===== config.mk =====
export PLATFORM = sky130hd
export DESIGN_NAME = clk_cfg_ctrl
export DESIGN_NICKNAME = d
export VERILOG_FILES = /design/src/rtl/clk_cfg_pkg.sv /design/src/rtl/clk_cfg_edge_det.sv /design/src/rtl/clk_cfg_ctrl.sv
export SDC_FILE = /design/constraint.sdc
export NUM_CORES = 1
export LEC_CHECK = 0
export ABC_AREA = 1
export BUFFER_PORTS_ARGS = -buffer_cell sky130_fd_sc_hd__clkbuf_2
export CAP_MARGIN = 20
export CORE_MARGIN = 10
export CORE_UTILIZATION = 52
export DETAILED_ROUTE_END_ITERATION = 6
export GPL_TIMING_DRIVEN = 0
export PLACE_DENSITY = 0.75
export SLEW_MARGIN = 30
export SYNTH_ARGS = -nofsm -noshare
export SYNTH_HDL_FRONTEND = slang
export SYNTH_HIERARCHICAL = 1
export SYNTH_SLANG_ARGS = --single-unit

===== constraint.sdc =====
create_clock -name clk -period 1.6 [get_ports clk]
set_clock_uncertainty 0.1 [all_clocks]
set_input_delay 0.08 -clock clk [delete_from_list [all_inputs] [get_ports clk]]
set_output_delay 0.08 -clock clk [all_outputs]
set_load 0.02 [all_outputs]

===== src/rtl/clk_cfg_pkg.sv =====
`default_nettype none
// ============================================================================
// Module      : clk_cfg_pkg
// Description : Shared state encoding, default timing constants and reset
//               values for the clock-configuration controller.
// Revision    : 1.0 - initial release
// ============================================================================
package clk_cfg_pkg;

    // Controller state encoding
    typedef logic [2:0] state_t;

    localparam state_t ST_IDLE    = 3'd0;
    localparam state_t ST_PARK    = 3'd1;
    localparam state_t ST_CFG     = 3'd2;
    localparam state_t ST_CHECK   = 3'd3;
    localparam state_t ST_RELEASE = 3'd4;

    // Default timing parameters
    localparam int C_SETTLE_DEFAULT       = 16;
    localparam int C_CHECK_CYCLES_DEFAULT = 256;
    localparam int C_MIN_EDGES_DEFAULT    = 4;

    // Reset values of the multi-bit selects
    localparam logic [1:0] C_ROSC_RST = 2'b11;
    localparam logic [1:0] C_DIV_RST  = 2'b00;

endpackage : clk_cfg_pkg
`default_nettype wire


===== src/rtl/clk_cfg_edge_det.sv =====
`default_nettype none
// ============================================================================
// Module      : clk_cfg_edge_det
// Description : Two-flop synchronizer for the asynchronous xclk toggle plus a
//               delay flop; flags every transition of the synchronized value.
// Revision    : 1.0 - initial release
// ============================================================================
module clk_cfg_edge_det (
    input  logic clk,
    input  logic rst,
    input  logic i_tgl,
    output logic o_edge
);

    // [0],[1] synchronize, [2] delays by one more cycle for edge compare
    logic [2:0] r_sync;

    // Shift the asynchronous toggle through the synchronizer chain
    always_ff @(posedge clk) begin
        if (rst) begin
            r_sync <= 3'b000;
        end else begin
            r_sync <= {r_sync[1:0], i_tgl};
        end
    end

    assign o_edge = r_sync[2] ^ r_sync[1];

endmodule : clk_cfg_edge_det
`default_nettype wire


===== src/rtl/clk_cfg_ctrl.sv =====
`default_nettype none
// ============================================================================
// Module      : clk_cfg_ctrl
// Description : Sequences a glitch-safe clock-manager reconfiguration:
//               park on ROSC, apply selects, optionally verify xclk activity,
//               then release the final root-mux selection.
// Revision    : 1.0 - initial release
// ============================================================================
module clk_cfg_ctrl
    import clk_cfg_pkg::*;
#(
    parameter int SETTLE       = C_SETTLE_DEFAULT,
    parameter int CHECK_CYCLES = C_CHECK_CYCLES_DEFAULT,
    parameter int MIN_EDGES    = C_MIN_EDGES_DEFAULT
) (
    input  logic       clk,
    input  logic       rst,
    input  logic       i_req_valid,
    output logic       o_req_ready,
    input  logic       i_req_mux0,
    input  logic       i_req_mux1,
    input  logic       i_req_mux2,
    input  logic [1:0] i_req_rosc,
    input  logic [1:0] i_req_div,
    input  logic       i_xclk_tgl,
    output logic       o_sel_mux0,
    output logic       o_sel_mux1,
    output logic       o_sel_mux2,
    output logic [1:0] o_sel_rosc,
    output logic [1:0] o_clk_div,
    output logic       o_busy,
    output logic       o_done,
    output logic       o_err
);

    localparam int SW = $clog2(SETTLE);
    localparam int CW = $clog2(CHECK_CYCLES);

    localparam logic [SW-1:0] C_SET_RELOAD = SW'(SETTLE - 1);
    localparam logic [CW-1:0] C_CHK_RELOAD = CW'(CHECK_CYCLES - 1);
    localparam logic [3:0]    C_MIN_EDGES  = 4'(MIN_EDGES);

    state_t          r_state;
    logic [SW-1:0]   r_set_cnt;
    logic [CW-1:0]   r_chk_cnt;
    logic [3:0]      r_edge_cnt;

    logic            r_cap_mux0;
    logic            r_cap_mux1;
    logic            r_cap_mux2;
    logic [1:0]      r_cap_rosc;
    logic [1:0]      r_cap_div;

    logic            r_sel_mux0;
    logic            r_sel_mux1;
    logic            r_sel_mux2;
    logic [1:0]      r_sel_rosc;
    logic [1:0]      r_clk_div;
    logic            r_ready;
    logic            r_busy;
    logic            r_done;
    logic            r_err;

    logic            w_edge;

    clk_cfg_edge_det u_edge_det (
        .clk    (clk),
        .rst    (rst),
        .i_tgl  (i_xclk_tgl),
        .o_edge (w_edge)
    );

    // Sequencer: each state entry reloads its own counter, outputs registered
    always_ff @(posedge clk) begin
        if (rst) begin
            r_state    <= ST_IDLE;
            r_set_cnt  <= '0;
            r_chk_cnt  <= '0;
            r_edge_cnt <= 4'd0;
            r_cap_mux0 <= 1'b0;
            r_cap_mux1 <= 1'b0;
            r_cap_mux2 <= 1'b0;
            r_cap_rosc <= C_ROSC_RST;
            r_cap_div  <= C_DIV_RST;
            r_sel_mux0 <= 1'b0;
            r_sel_mux1 <= 1'b0;
            r_sel_mux2 <= 1'b0;
            r_sel_rosc <= C_ROSC_RST;
            r_clk_div  <= C_DIV_RST;
            r_ready    <= 1'b1;
            r_busy     <= 1'b0;
            r_done     <= 1'b0;
            r_err      <= 1'b0;
        end else begin
            r_done <= 1'b0;
            r_err  <= 1'b0;
            case (r_state)
                ST_IDLE: begin
                    if (i_req_valid) begin
                        r_cap_mux0 <= i_req_mux0;
                        r_cap_mux1 <= i_req_mux1;
                        r_cap_mux2 <= i_req_mux2;
                        r_cap_rosc <= i_req_rosc;
                        r_cap_div  <= i_req_div;
                        r_sel_mux0 <= 1'b0;
                        r_set_cnt  <= C_SET_RELOAD;
                        r_state    <= ST_PARK;
                        r_ready    <= 1'b0;
                        r_busy     <= 1'b1;
                    end
                end
                ST_PARK: begin
                    if (r_set_cnt == '0) begin
                        r_sel_mux1 <= r_cap_mux1;
                        r_sel_mux2 <= r_cap_mux2;
                        r_sel_rosc <= r_cap_rosc;
                        r_clk_div  <= r_cap_div;
                        r_set_cnt  <= C_SET_RELOAD;
                        r_state    <= ST_CFG;
                    end else begin
                        r_set_cnt <= r_set_cnt - 1'b1;
                    end
                end
                ST_CFG: begin
                    if (r_set_cnt == '0) begin
                        if (r_cap_mux1) begin
                            r_chk_cnt  <= C_CHK_RELOAD;
                            r_edge_cnt <= 4'd0;
                            r_state    <= ST_CHECK;
                        end else begin
                            r_sel_mux0 <= r_cap_mux0;
                            r_set_cnt  <= C_SET_RELOAD;
                            r_state    <= ST_RELEASE;
                        end
                    end else begin
                        r_set_cnt <= r_set_cnt - 1'b1;
                    end
                end
                ST_CHECK: begin
                    if (r_chk_cnt == '0) begin
                        if (r_edge_cnt >= C_MIN_EDGES) begin
                            r_sel_mux0 <= r_cap_mux0;
                            r_set_cnt  <= C_SET_RELOAD;
                            r_state    <= ST_RELEASE;
                        end else begin
                            // xclk dead: fall back to ROSC on both muxes
                            r_sel_mux0 <= 1'b0;
                            r_sel_mux1 <= 1'b0;
                            r_err      <= 1'b1;
                            r_ready    <= 1'b1;
                            r_busy     <= 1'b0;
                            r_state    <= ST_IDLE;
                        end
                    end else begin
                        r_chk_cnt <= r_chk_cnt - 1'b1;
                        if (w_edge && (r_edge_cnt != 4'd15)) begin
                            r_edge_cnt <= r_edge_cnt + 4'd1;
                        end
                    end
                end
                ST_RELEASE: begin
                    if (r_set_cnt == '0) begin
                        r_done  <= 1'b1;
                        r_ready <= 1'b1;
                        r_busy  <= 1'b0;
                        r_state <= ST_IDLE;
                    end else begin
                        r_set_cnt <= r_set_cnt - 1'b1;
                    end
                end
                default: begin
                    r_ready <= 1'b1;
                    r_busy  <= 1'b0;
                    r_state <= ST_IDLE;
                end
            endcase
        end
    end

    assign o_req_ready = r_ready;
    assign o_sel_mux0  = r_sel_mux0;
    assign o_sel_mux1  = r_sel_mux1;
    assign o_sel_mux2  = r_sel_mux2;
    assign o_sel_rosc  = r_sel_rosc;
    assign o_clk_div   = r_clk_div;
    assign o_busy      = r_busy;
    assign o_done      = r_done;
    assign o_err       = r_err;

endmodule : clk_cfg_ctrl
`default_nettype wire


### Word level (Yosys, flattened, before mapping)

Cells that the tools add are included.

* $add $sub $neg: 3
* order comparisons: 1
* eq/ne operators: 18
* muxes and demuxes: 44
* bitwise operators: 5
* reduce and logical (&&, ||, !) cells: 20

Operator list (count)
* 4-bit 2-to-1 mux: 11
* 8-bit 2-to-1 mux: 3
* 2-bit inequality test, second input constant: 12
* 3-bit 2-to-1 mux: 7
* 4-bit one-hot mux with 5 select lines: 1
* 5-bit AND reduction: 4
* 8-bit one-hot mux with 2 select lines: 1
* 1-bit 2-to-1 mux: 15
* 3-bit one-hot mux with 5 select lines: 1
* 8-bit zero test: 1
* 1-bit one-hot mux with 4 select lines: 2
* 4-bit one-hot mux with 2 select lines: 1
* 4-bit AND reduction: 2
* 8-bit by 1-bit subtractor with 8-bit output, second input constant: 1
* 3-bit by 2-bit == test with 1-bit output, second input constant: 2
* 6-bit AND reduction: 1
* 5-bit nonzero test: 1
* 4-bit by 1-bit adder with 4-bit output, second input constant: 1
* 4-bit by 3-bit greater-or-equal comparator with 1-bit output, second input constant: 1
* 4-bit zero test: 1
* 4-bit inequality test, second input constant: 1
* 1-bit NOT: 4
* 2-bit AND reduction: 2
* 2-bit nonzero test: 2
* 12 further kinds: 13

* register bits: 40
* input port bits: 11
* output and inout bits: 11
* word-level logic and storage cells: 110

### Depth between registers and ports, before layout

Gate-level depths: netlist of the first run.

* word-level depth: 5
* depth in mapped cells: 10
* gate-level depth less buffers: 10

### Cells and area by module

Netlist of the first run, hierarchy kept.

Modules (own cells, without submodules)
* clk_cfg_ctrl: times used 1, cells each 303, area an instance 1988.2 sq um, sequential area each 740.7 sq um
* clk_cfg_edge_det: times used 1, cells each 13, area an instance 97.6 sq um, sequential area each 60.1 sq um

### Worst setup path after synthesis of the first run

OpenSTA, ideal clock, no wires.

* path kind: reg2reg
* from: register r_set_cnt[0]
* to: register r_set_cnt[3]
* library setup time: 114 ps
* data arrival time: 1299 ps
* slack: 87 ps
* stages on the path, launching flop included: 9
* period minus slack after synthesis: 1513 ps
* cell sequence: dfxtp_1 inv_1 ha_1 nand2_1 inv_1 a21oi_1 nand2_2 nor2_1 nor2_1

* longest elaborated chain between the ends: 3
* elaborated cells between the ends (all ways): 9
* those cells by class: add/sub (1); eq/ne (2); mux (4); reduce/logical (2)

RTL lines
* from (decl): line clk_cfg_ctrl.sv:44 `logic [SW-1:0] r_set_cnt;`
* from (signal assigned): line clk_cfg_ctrl.sv:121 `r_set_cnt <= r_set_cnt - 1'b1;`
* from (signal assigned): line clk_cfg_ctrl.sv:136 `r_set_cnt <= r_set_cnt - 1'b1;`
* from (signal assigned): line clk_cfg_ctrl.sv:168 `r_set_cnt <= r_set_cnt - 1'b1;`
* 4-bit by 1-bit subtractor with 4-bit output / 4-bit zero test (equally long branches)
* 4-bit 2-to-1 mux, or another cell as far along: line clk_cfg_ctrl.sv:162 `if (r_set_cnt == '0) begin`
* 4-bit one-hot mux with 5 select lines / 6-bit AND reduction (equally long branches)

Several ways; a longest one is shown, not always the timed one. The select of a mux whose other input is x is not followed.
A chain may end at the register's enable or synchronous reset.

### Worst setup path after layout of the first run

* from: register r_state[2]
* to: register r_chk_cnt[7]

* longest elaborated chain between the ends: 3
* elaborated cells between the ends (all ways): 8
* those cells by class: eq/ne (5); mux (1); reduce/logical (2)

RTL lines
* from (decl): line clk_cfg_ctrl.sv:43 `state_t r_state;`
* from (signal assigned): line clk_cfg_ctrl.sv:76 `r_state <= ST_IDLE;`
* from (signal assigned): line clk_cfg_ctrl.sv:107 `r_state <= ST_PARK;`
* from (signal assigned): line clk_cfg_ctrl.sv:119 `r_state <= ST_CFG;`
* 3-bit by 2-bit == test with 1-bit output: line clk_cfg_ctrl.sv:97 `case (r_state)`
* 2-bit inequality test (no line) / 2-bit nonzero test (equally long branches)
* 4-bit AND reduction (no line)
* to (signal assigned): line clk_cfg_ctrl.sv:155 `r_chk_cnt <= r_chk_cnt - 1'b1;`
* to (decl): line clk_cfg_ctrl.sv:45 `logic [CW-1:0] r_chk_cnt;`

Several ways; a longest one is shown, not always the timed one.

==> results of run 1 <==
==> flip-flops by register name (all words and copies together), names as in the netlist <==
register	flops
r_set_cnt	4
o_sel_rosc	2
r_cap_div	2
u_edge_det/r_sync	3
o_sel_mux2	1
r_cap_mux2	1
o_err	1
r_cap_mux1	1
o_busy	1
o_sel_mux1	1
r_cap_mux0	1
r_cap_rosc	2
o_clk_div	2
r_state	3
r_chk_cnt	8
o_done	1
o_sel_mux0	1
o_req_ready	1
r_edge_cnt	4
==> layout make-up <==
type,instances,area [um^2],area share (%)
multi-input cells,233,1280,46.8
flip-flops and latches,40,813,29.8
repair buffers,41,278,10.2
inverters,40,158,5.77
clock buffers,5,68.8,2.52
well taps,48,60.1,2.20
clock inverters,3,46.3,1.70
plain buffers,4,27.5,1.01
==> Yosys cell counts, types with 2 or more instances <==
master / instances / area share [%]
nor2_2: 5 / 1.5
nor2_4: 3 / 1.6
inv_2: 2 / 0.36
inv_1: 37 / 6.7
dfxtp_1: 40 / 38
nand4_1: 8 / 2.4
o21ai_0: 15 / 3.6
clkbuf_1: 2 / 0.36
a21oi_1: 22 / 5.3
nand2_2: 4 / 1.2
nand2_1: 88 / 16
ha_1: 5 / 3.0
nand3_1: 28 / 6.7
nor2_1: 45 / 8.1
==> stage by stage <==
step | util, % | TNS, ps | setup WS, ps | power, mW
global route | 72.4 | -500 | -78.9 | 5.93
floorplan | - | 0 | 86.9 | 3.35
detailed placement | 59.7 | -1970 | -110 | 3.82
finish | 72.4 | 0 | 25.8 | 5.47
CTS | 66.7 | 0 | 1.61 | 4.88
global placement | 59.7 | -1810 | -132 | 3.76
==> worst paths after layout <==
kind	cells after the start	endpoint	slack, ps
hold reg to reg	2	u_edge_det/r_sync[1]	330
hold / removal	5	r_cap_rosc[1]	100
setup / recovery	8	r_chk_cnt[7]	30
setup reg to reg	8	r_chk_cnt[7]	30
==> repair_timing <==
action | in CTS | in global routing
gates cloned | 1 | 0
setup buffers | 2 | 9
hold buffers | 9 | 0
endpoints found under the hold margin | 10 | 0
resized for setup | 11 | 47
setup endpoints to repair | 33 | 34
pin swaps | 4 | 15
==> critical path: stages (launching register included) <==
cell and delay, ps:
dfxtp_4 370, inv_2 80, nand2_2 80, nor2_1 270, o21ai_4 150, buf_4 160
nand3_2 120, nand2_1 60, a21oi_1 130
==> power groups by stage <==
stage                     sequential (mW)  combinational [mW]  clock [mW]
after floorplan                      1.56                1.79           0
after global placement               1.52                2.24           0
after detailed placement             1.52                2.29           0
after CTS                            1.51                2.50       0.872
after global routing                 1.62                3.40       0.911
final                                1.58                3.04       0.854
==> metal layers <==
metal / vias to the layer above / track usage, % / share of wire [%]
met3: 7 / 4.88 / 6.3
met1: 1027 / 16.4 / 43
met4: 0 / 6.00 / 1.9
li1: 1113 / - / -
met5: - / 0 / 0
met2: 65 / 22.4 / 49
==> logic make-up (layout without fill, tap and decap cells) <==
| group | Yosys count | count (layout) | synth area share, % |
|---|---|---|---|
| simple gates | 185 | 186 | 39.1 |
| buf+inv | 44 | 93 | 8.40 |
| xor+xnor | 1 | 1 | 0.420 |
| fa+ha+maj | 5 | 5 | 3.00 |
| flops | 40 | 40 | 38.4 |
| compound gates | 41 | 41 | 10.7 |
==> reports/summary.txt, run 1 <==
Global-route wire length before repair -> 8.42 mm
Insertion delay to the later sink of the worst-skew pair -> 310 ps
IR Drop Worst-Case VDD -> 0.00141 V
Relative contribution of sequential cells to total power -> 28.8%
Final layout net count -> 381
Timing-limited maximum frequency -> 635 MHz
Die W -> 83.3 um
Hold path startpoint -> i_req_valid
Combined global-route utilization of all metal layers -> 14.0%
Signed area change from the synthesized netlist to the final layout -> 30.9%
Crit path required time -> 1740 ps
DP Cell Count -> 385
Syn. warnings -> 6
Number of clock sinks -> 40
Routed via count -> 2212
Fraction of synthesis flops using an asynchronous set or reset pin -> 0%
CTS H-tree lvls -> 2
Finished Layout Cells -> 414
Post-Syn Instances -> 316
Average footprint of a synthesized cell -> 6.60 um^2
Maximum fanout count along the critical path -> 5
Post-synth design cell area -> 2090 um^2
1st-iter DRT viols -> 139
Starting utilization of the core area -> 55.3%
PD cells -> 2000 nW/um^2
Vert. Die Dim -> 83.3 um
Via-per-instance ratio -> 5.34
Launch point of the critical path -> r_state[2]
Clock tree from TritonCTS -> yes
Remaining design rule violation count -> 0
Area enclosed by the die boundary -> 6940 um^2
Maximum clock path buffer count -> 2
IO Pins -> 22
Sum of routed wire length over all layers -> 5.49 mm
Count of input and output buffers -> 21
Number of antenna cells inserted -> 0
Fraction of final layout cells sized beyond drive strength 1 -> 26.8%
Kind of start point of the critical path -> flop
Combinational power share -> 55.5%
DP Wirelength -> 3.36 mm
Reg-to-Reg Start -> r_state[2]
Average wire per cell in the routed design -> 13.3 um
RSZ-0062 raised after global routing -> true
Number of buffers inserted during clock tree synthesis -> 5
Count of maximum capacitance violations -> 0
Setup Crit Path Kind -> flop to flop
Post-route fraction of the period consumed by the critical path -> 98.4%
Relative contribution of the clock network to total power -> 15.6%
Most frequent cells in the layout -> nand2_1 (81), nor2_1 (37), dfxtp_1 (34)
Hold WS -> 95.6 ps
Number of iterations in the first detailed-routing pass -> 4
CTS root buf -> clkbuf_8
Largest net degree at the start of global routing -> 15
Layout filler cell count -> 289
Leakage -> 1.31 nW
DRT antenna net count -> 0
Critical path endpoint category -> flop
Share of the yosys chip area belonging to registers -> 38.4%
Most common cell after layout, fill and taps aside -> nand2_1
Crit path DAT -> 1710 ps
Int Pwr -> 2.89 mW
Post-synth cell types -> 26
Syn_nets -> 332
Cell area reported after detailed placement -> 2250 um^2
Register bit total from synthesis -> 40
Endpoints failing setup -> 0
Slew Limit Headroom -> 63.3%
Number of global-route vias before repair -> 1927
Fraction of power spent switching nets -> 47.1%
Power dissipated by switching net loads -> 2.58 mW
Kind of path behind the tightest hold check -> input pin to flop
Initial antenna violation count -> 0
Final critical-path required period -> 1570 ps
Placer's final routability congestion estimate -> 0.902
Number of enable flip-flop cells after synthesis -> 0
GRT Residual Overflow -> 0
Count of standard-cell rows -> 22
Transition time of the tightest slew-check pin -> 550 ps
Result of the run -> finished clean
Final-report max-slew violation count -> 0
Most frequently used flop master after synthesis -> dfxtp_1
Final hold violation count -> 0
Post-route cell area -> 2730 um^2
Clock-pin slew of the registers on the worst-case setup and hold paths -> 90 ps
Core box area -> 3770 um^2
Power figures use the tool's default switching activity.
==> inputs of run 2 (changes only) <==
--- a/config.mk
+++ b/config.mk
@@ -12,6 +12,7 @@
 export CORE_UTILIZATION = 52
 export DETAILED_ROUTE_END_ITERATION = 6
 export GPL_TIMING_DRIVEN = 0
+export MAX_ROUTING_LAYER = met4
 export PLACE_DENSITY = 0.75
 export SLEW_MARGIN = 30
 export SYNTH_ARGS = -nofsm -noshare
==> constraint.sdc (replaced) <==
create_clock -name clk -period 1.4 [get_ports clk]
set_clock_uncertainty 0.1 [all_clocks]
set_input_delay 0.07 -clock clk [delete_from_list [all_inputs] [get_ports clk]]
set_output_delay 0.07 -clock clk [all_outputs]
set_load 0.02 [all_outputs]
==> reports/summary.txt, run 2 (synthesized netlist as in run 1, its figures left out) <==
WL met3 -> 377 um (+8.6%)
Number of antenna cells inserted -> 0 (unchanged)
Core box area -> 3770 um^2 (unchanged)
CTS root buf -> clkbuf_8
Layout filler cell count -> 206 (-29%)
Post-route fraction of the period consumed by the critical path -> 115% (+17 points)
Crit path DAT -> 1690 ps (-20 ps)
Cell breakdown of the critical path -> buf_6, nor2_4, nand3_2, nand2_2, nand2_1, nand2_1, nor2_1, o21bai_1, nor2_1
IO Pins -> 22 (unchanged)
Number of buffers inserted during clock tree synthesis -> 5 (unchanged)
Final hold violation count -> 0 (unchanged)
Global-route wire length before repair -> 10.4 mm (+23%)
Remaining design rule violation count -> 0 (unchanged)
Setup Crit Path Kind -> flop to flop
CTS H-tree lvls -> 2 (unchanged)
Placer's final routability congestion estimate -> 0.896 (-0.75%)
Number of iterations in the first detailed-routing pass -> 5 (+1)
Violations in the final reports -> negative setup slack
Final critical-path required period -> 1610 ps (+35.5 ps)
Final layout net count -> 404 (+6.0%)
Worst Slack Setup Final -> -210 ps (-236 ps)
Endpoints failing setup -> 35 (+35)
Combinational power share -> 64.0% (+8.5 points)
DRT antenna net count -> 0 (unchanged)
Largest registers -> r_chk_cnt: 8 flops, r_edge_cnt: 4 flops, r_set_cnt: 4 flops
Top register by number of flip-flops -> r_chk_cnt
PD cells -> 2370 nW/um^2 (+18%)
IR Drop Worst-Case VDD -> 0.00137 V (-2.6%)
Count of standard-cell rows -> 22 (unchanged)
Average wire per cell in the routed design -> 16.6 um (+25%)
Leakage -> 1.44 nW (+11%)
Slowest cell on the critical path -> dfxtp_4
Die W -> 83.3 um (unchanged)
Cell area reported after detailed placement -> 2290 um^2 (+1.6%)
Fraction of final layout cells sized beyond drive strength 1 -> 39.9% (+13 points)
Maximum fanout count along the critical path -> 5 (unchanged)
Crit path required time -> 1480 ps (-260 ps)
DP Wirelength -> 3.45 mm (+2.7%)
Largest net degree at the start of global routing -> 13 (-2)
Via-per-instance ratio -> 5.71 (+6.8%)
Number of clock sinks -> 40 (unchanged)
Top Metal Used -> met4
1st-iter DRT viols -> 275 (+98%)
Maximum clock path buffer count -> 2 (unchanged)
Clock tree from TritonCTS -> yes
Insertion delay to the later sink of the worst-skew pair -> 300 ps (about the same)
Met1 Wirelength -> 2.89 mm (+22%)
Most common cell after layout, fill and taps aside -> nand2_1
Flip-flop count of the largest register, all copies and words added -> 8 (unchanged)
Signed area change from the synthesized netlist to the final layout -> 48.7%
Initial antenna violation count -> 0 (unchanged)
Int Pwr -> 3.74 mW (+29%)
Kind of path behind the tightest hold check -> input pin to flop
Combined global-route utilization of all metal layers -> 17.8% (+3.9 points)
Detail Route met2 WL -> 3.60 mm (+35%)
Slew Limit Headroom -> 57.4% (-5.9 points)
Count of maximum capacitance violations -> 0 (unchanged)
Result of the run -> complete, but fails checks
GRT Residual Overflow -> 0 (unchanged)
Relative contribution of sequential cells to total power -> 25.5% (-3.3 points)
Routed via count -> 2488 (+12%)
Timing-limited maximum frequency -> 621 MHz (-2.2%)
Final-report max-slew violation count -> 0 (unchanged)
Critical path endpoint category -> flop
Slowest cell delay on critical path -> 370 ps (about the same)
Starting utilization of the core area -> 55.3% (unchanged)
Count of input and output buffers -> 21 (unchanged)
Fraction of power spent switching nets -> 49.0% (+1.9 points)
Sum of routed wire length over all layers -> 7.24 mm (+32%)
Clock-pin slew of the registers on the worst-case setup and hold paths -> 80 ps (about the same)
Number of global-route vias before repair -> 2222 (+15%)
Kind of start point of the critical path -> flop
RSZ-0062 raised after global routing -> true
Area enclosed by the die boundary -> 6940 um^2 (unchanged)
Post-route cell area -> 3100 um^2 (+14%)
Vert. Die Dim -> 83.3 um (unchanged)
Post-layout utilization of the core -> 82.2% (+9.8 points)
Most frequent cells in the layout -> nand2_1 (71), nor2_1 (31), inv_1 (28), dfxtp_1 (28), buf_4 (23)
Transition time of the tightest slew-check pin -> 639 ps (+88.8 ps)
Power dissipated by switching net loads -> 3.60 mW (+40%)
Relative contribution of the clock network to total power -> 10.5% (-5.1 points)
run 2: changes by cell type in the layout (fill, tap and decap cells not counted), sizes merged:
cell,change
dlygate4sd3,+2
bufinv,-1
inv,-1
buf,+21
clkinv,+1
run 2: timing repair:
item / CTS / global route
setup buffers: 18 / 15
hold buffers: 11 / 0
resized for setup: 49 / 61
gates cloned: 1 / 0
setup endpoints to repair: 35 / 35
pin swaps: 19 / 38
hold endpoints to repair: 11 / 0
run 2: cell type report:
type                            count  area, um^2  area share (%)
Inverter                           40         168            5.41
Clock inverter                      2        12.5           0.404
Sequential cell                    40         821            26.5
Tap cell                           48        60.1            1.94
Clock buffer                        5        68.8            2.22
Timing Repair Buffer               64         498            16.1
Buffer                              4        26.3           0.847
Multi-Input combinational cell    233        1450            46.7
run 2: per-layer routing:
layer / up-vias / global-route usage (%)
met5: - / -
met2: 127 / 29.3
met4: 0 / 8.92
met1: 1167 / 19.9
met3: 41 / 3.91
li1: 1153 / -
run 2: per-stage QoR:
step	hold slack [ps]	setup slack, ps	cells	TNS (ps)	total power [mW]
after floorplan	39.1	-5.19	316	-11.3	3.98
after global routing	112	-291	436	-6340	7.84
after detailed placement	170	-274	385	-5510	4.52
final	108	-210	436	-3910	7.34
after CTS	44.1	-104	422	-974	6.18
after global placement	163	-264	385	-4870	4.45
run 2: power by group through the flow:
stage / Combinational [mW] / Sequential [mW] / Clock [mW]
2_1_floorplan: 2.19 / 1.79 / 0
3_3_place_gp: 2.70 / 1.75 / 0
3_5_place_dp: 2.76 / 1.76 / 0
4_1_cts: 3.60 / 1.81 / 0.770
5_1_grt: 5.10 / 1.90 / 0.836
6_report: 4.70 / 1.87 / 0.768
run 2: path summary, 6_finish.rpt:
| kind | start | endpoint | slack (ps) | depth (start not counted) |
|---|---|---|---|---|
| max | r_state[2] | r_set_cnt[3] | -210 | 9 |
| min | rst | r_set_cnt[3] | 110 | 3 |
| max reg2reg | r_state[2] | r_set_cnt[3] | -210 | 9 |
| min reg2reg | u_edge_det/r_sync[0] | u_edge_det/r_sync[1] | 330 | 2 |
run 2: worst max-delay path, delay by kind of cell (launching register included):
kind,cells,cell delay [ps]
flip-flops,1,370
AND/OR/NAND/NOR,7,730
AO/OA/AOI/OAI,1,160
buffers and inverters,1,130
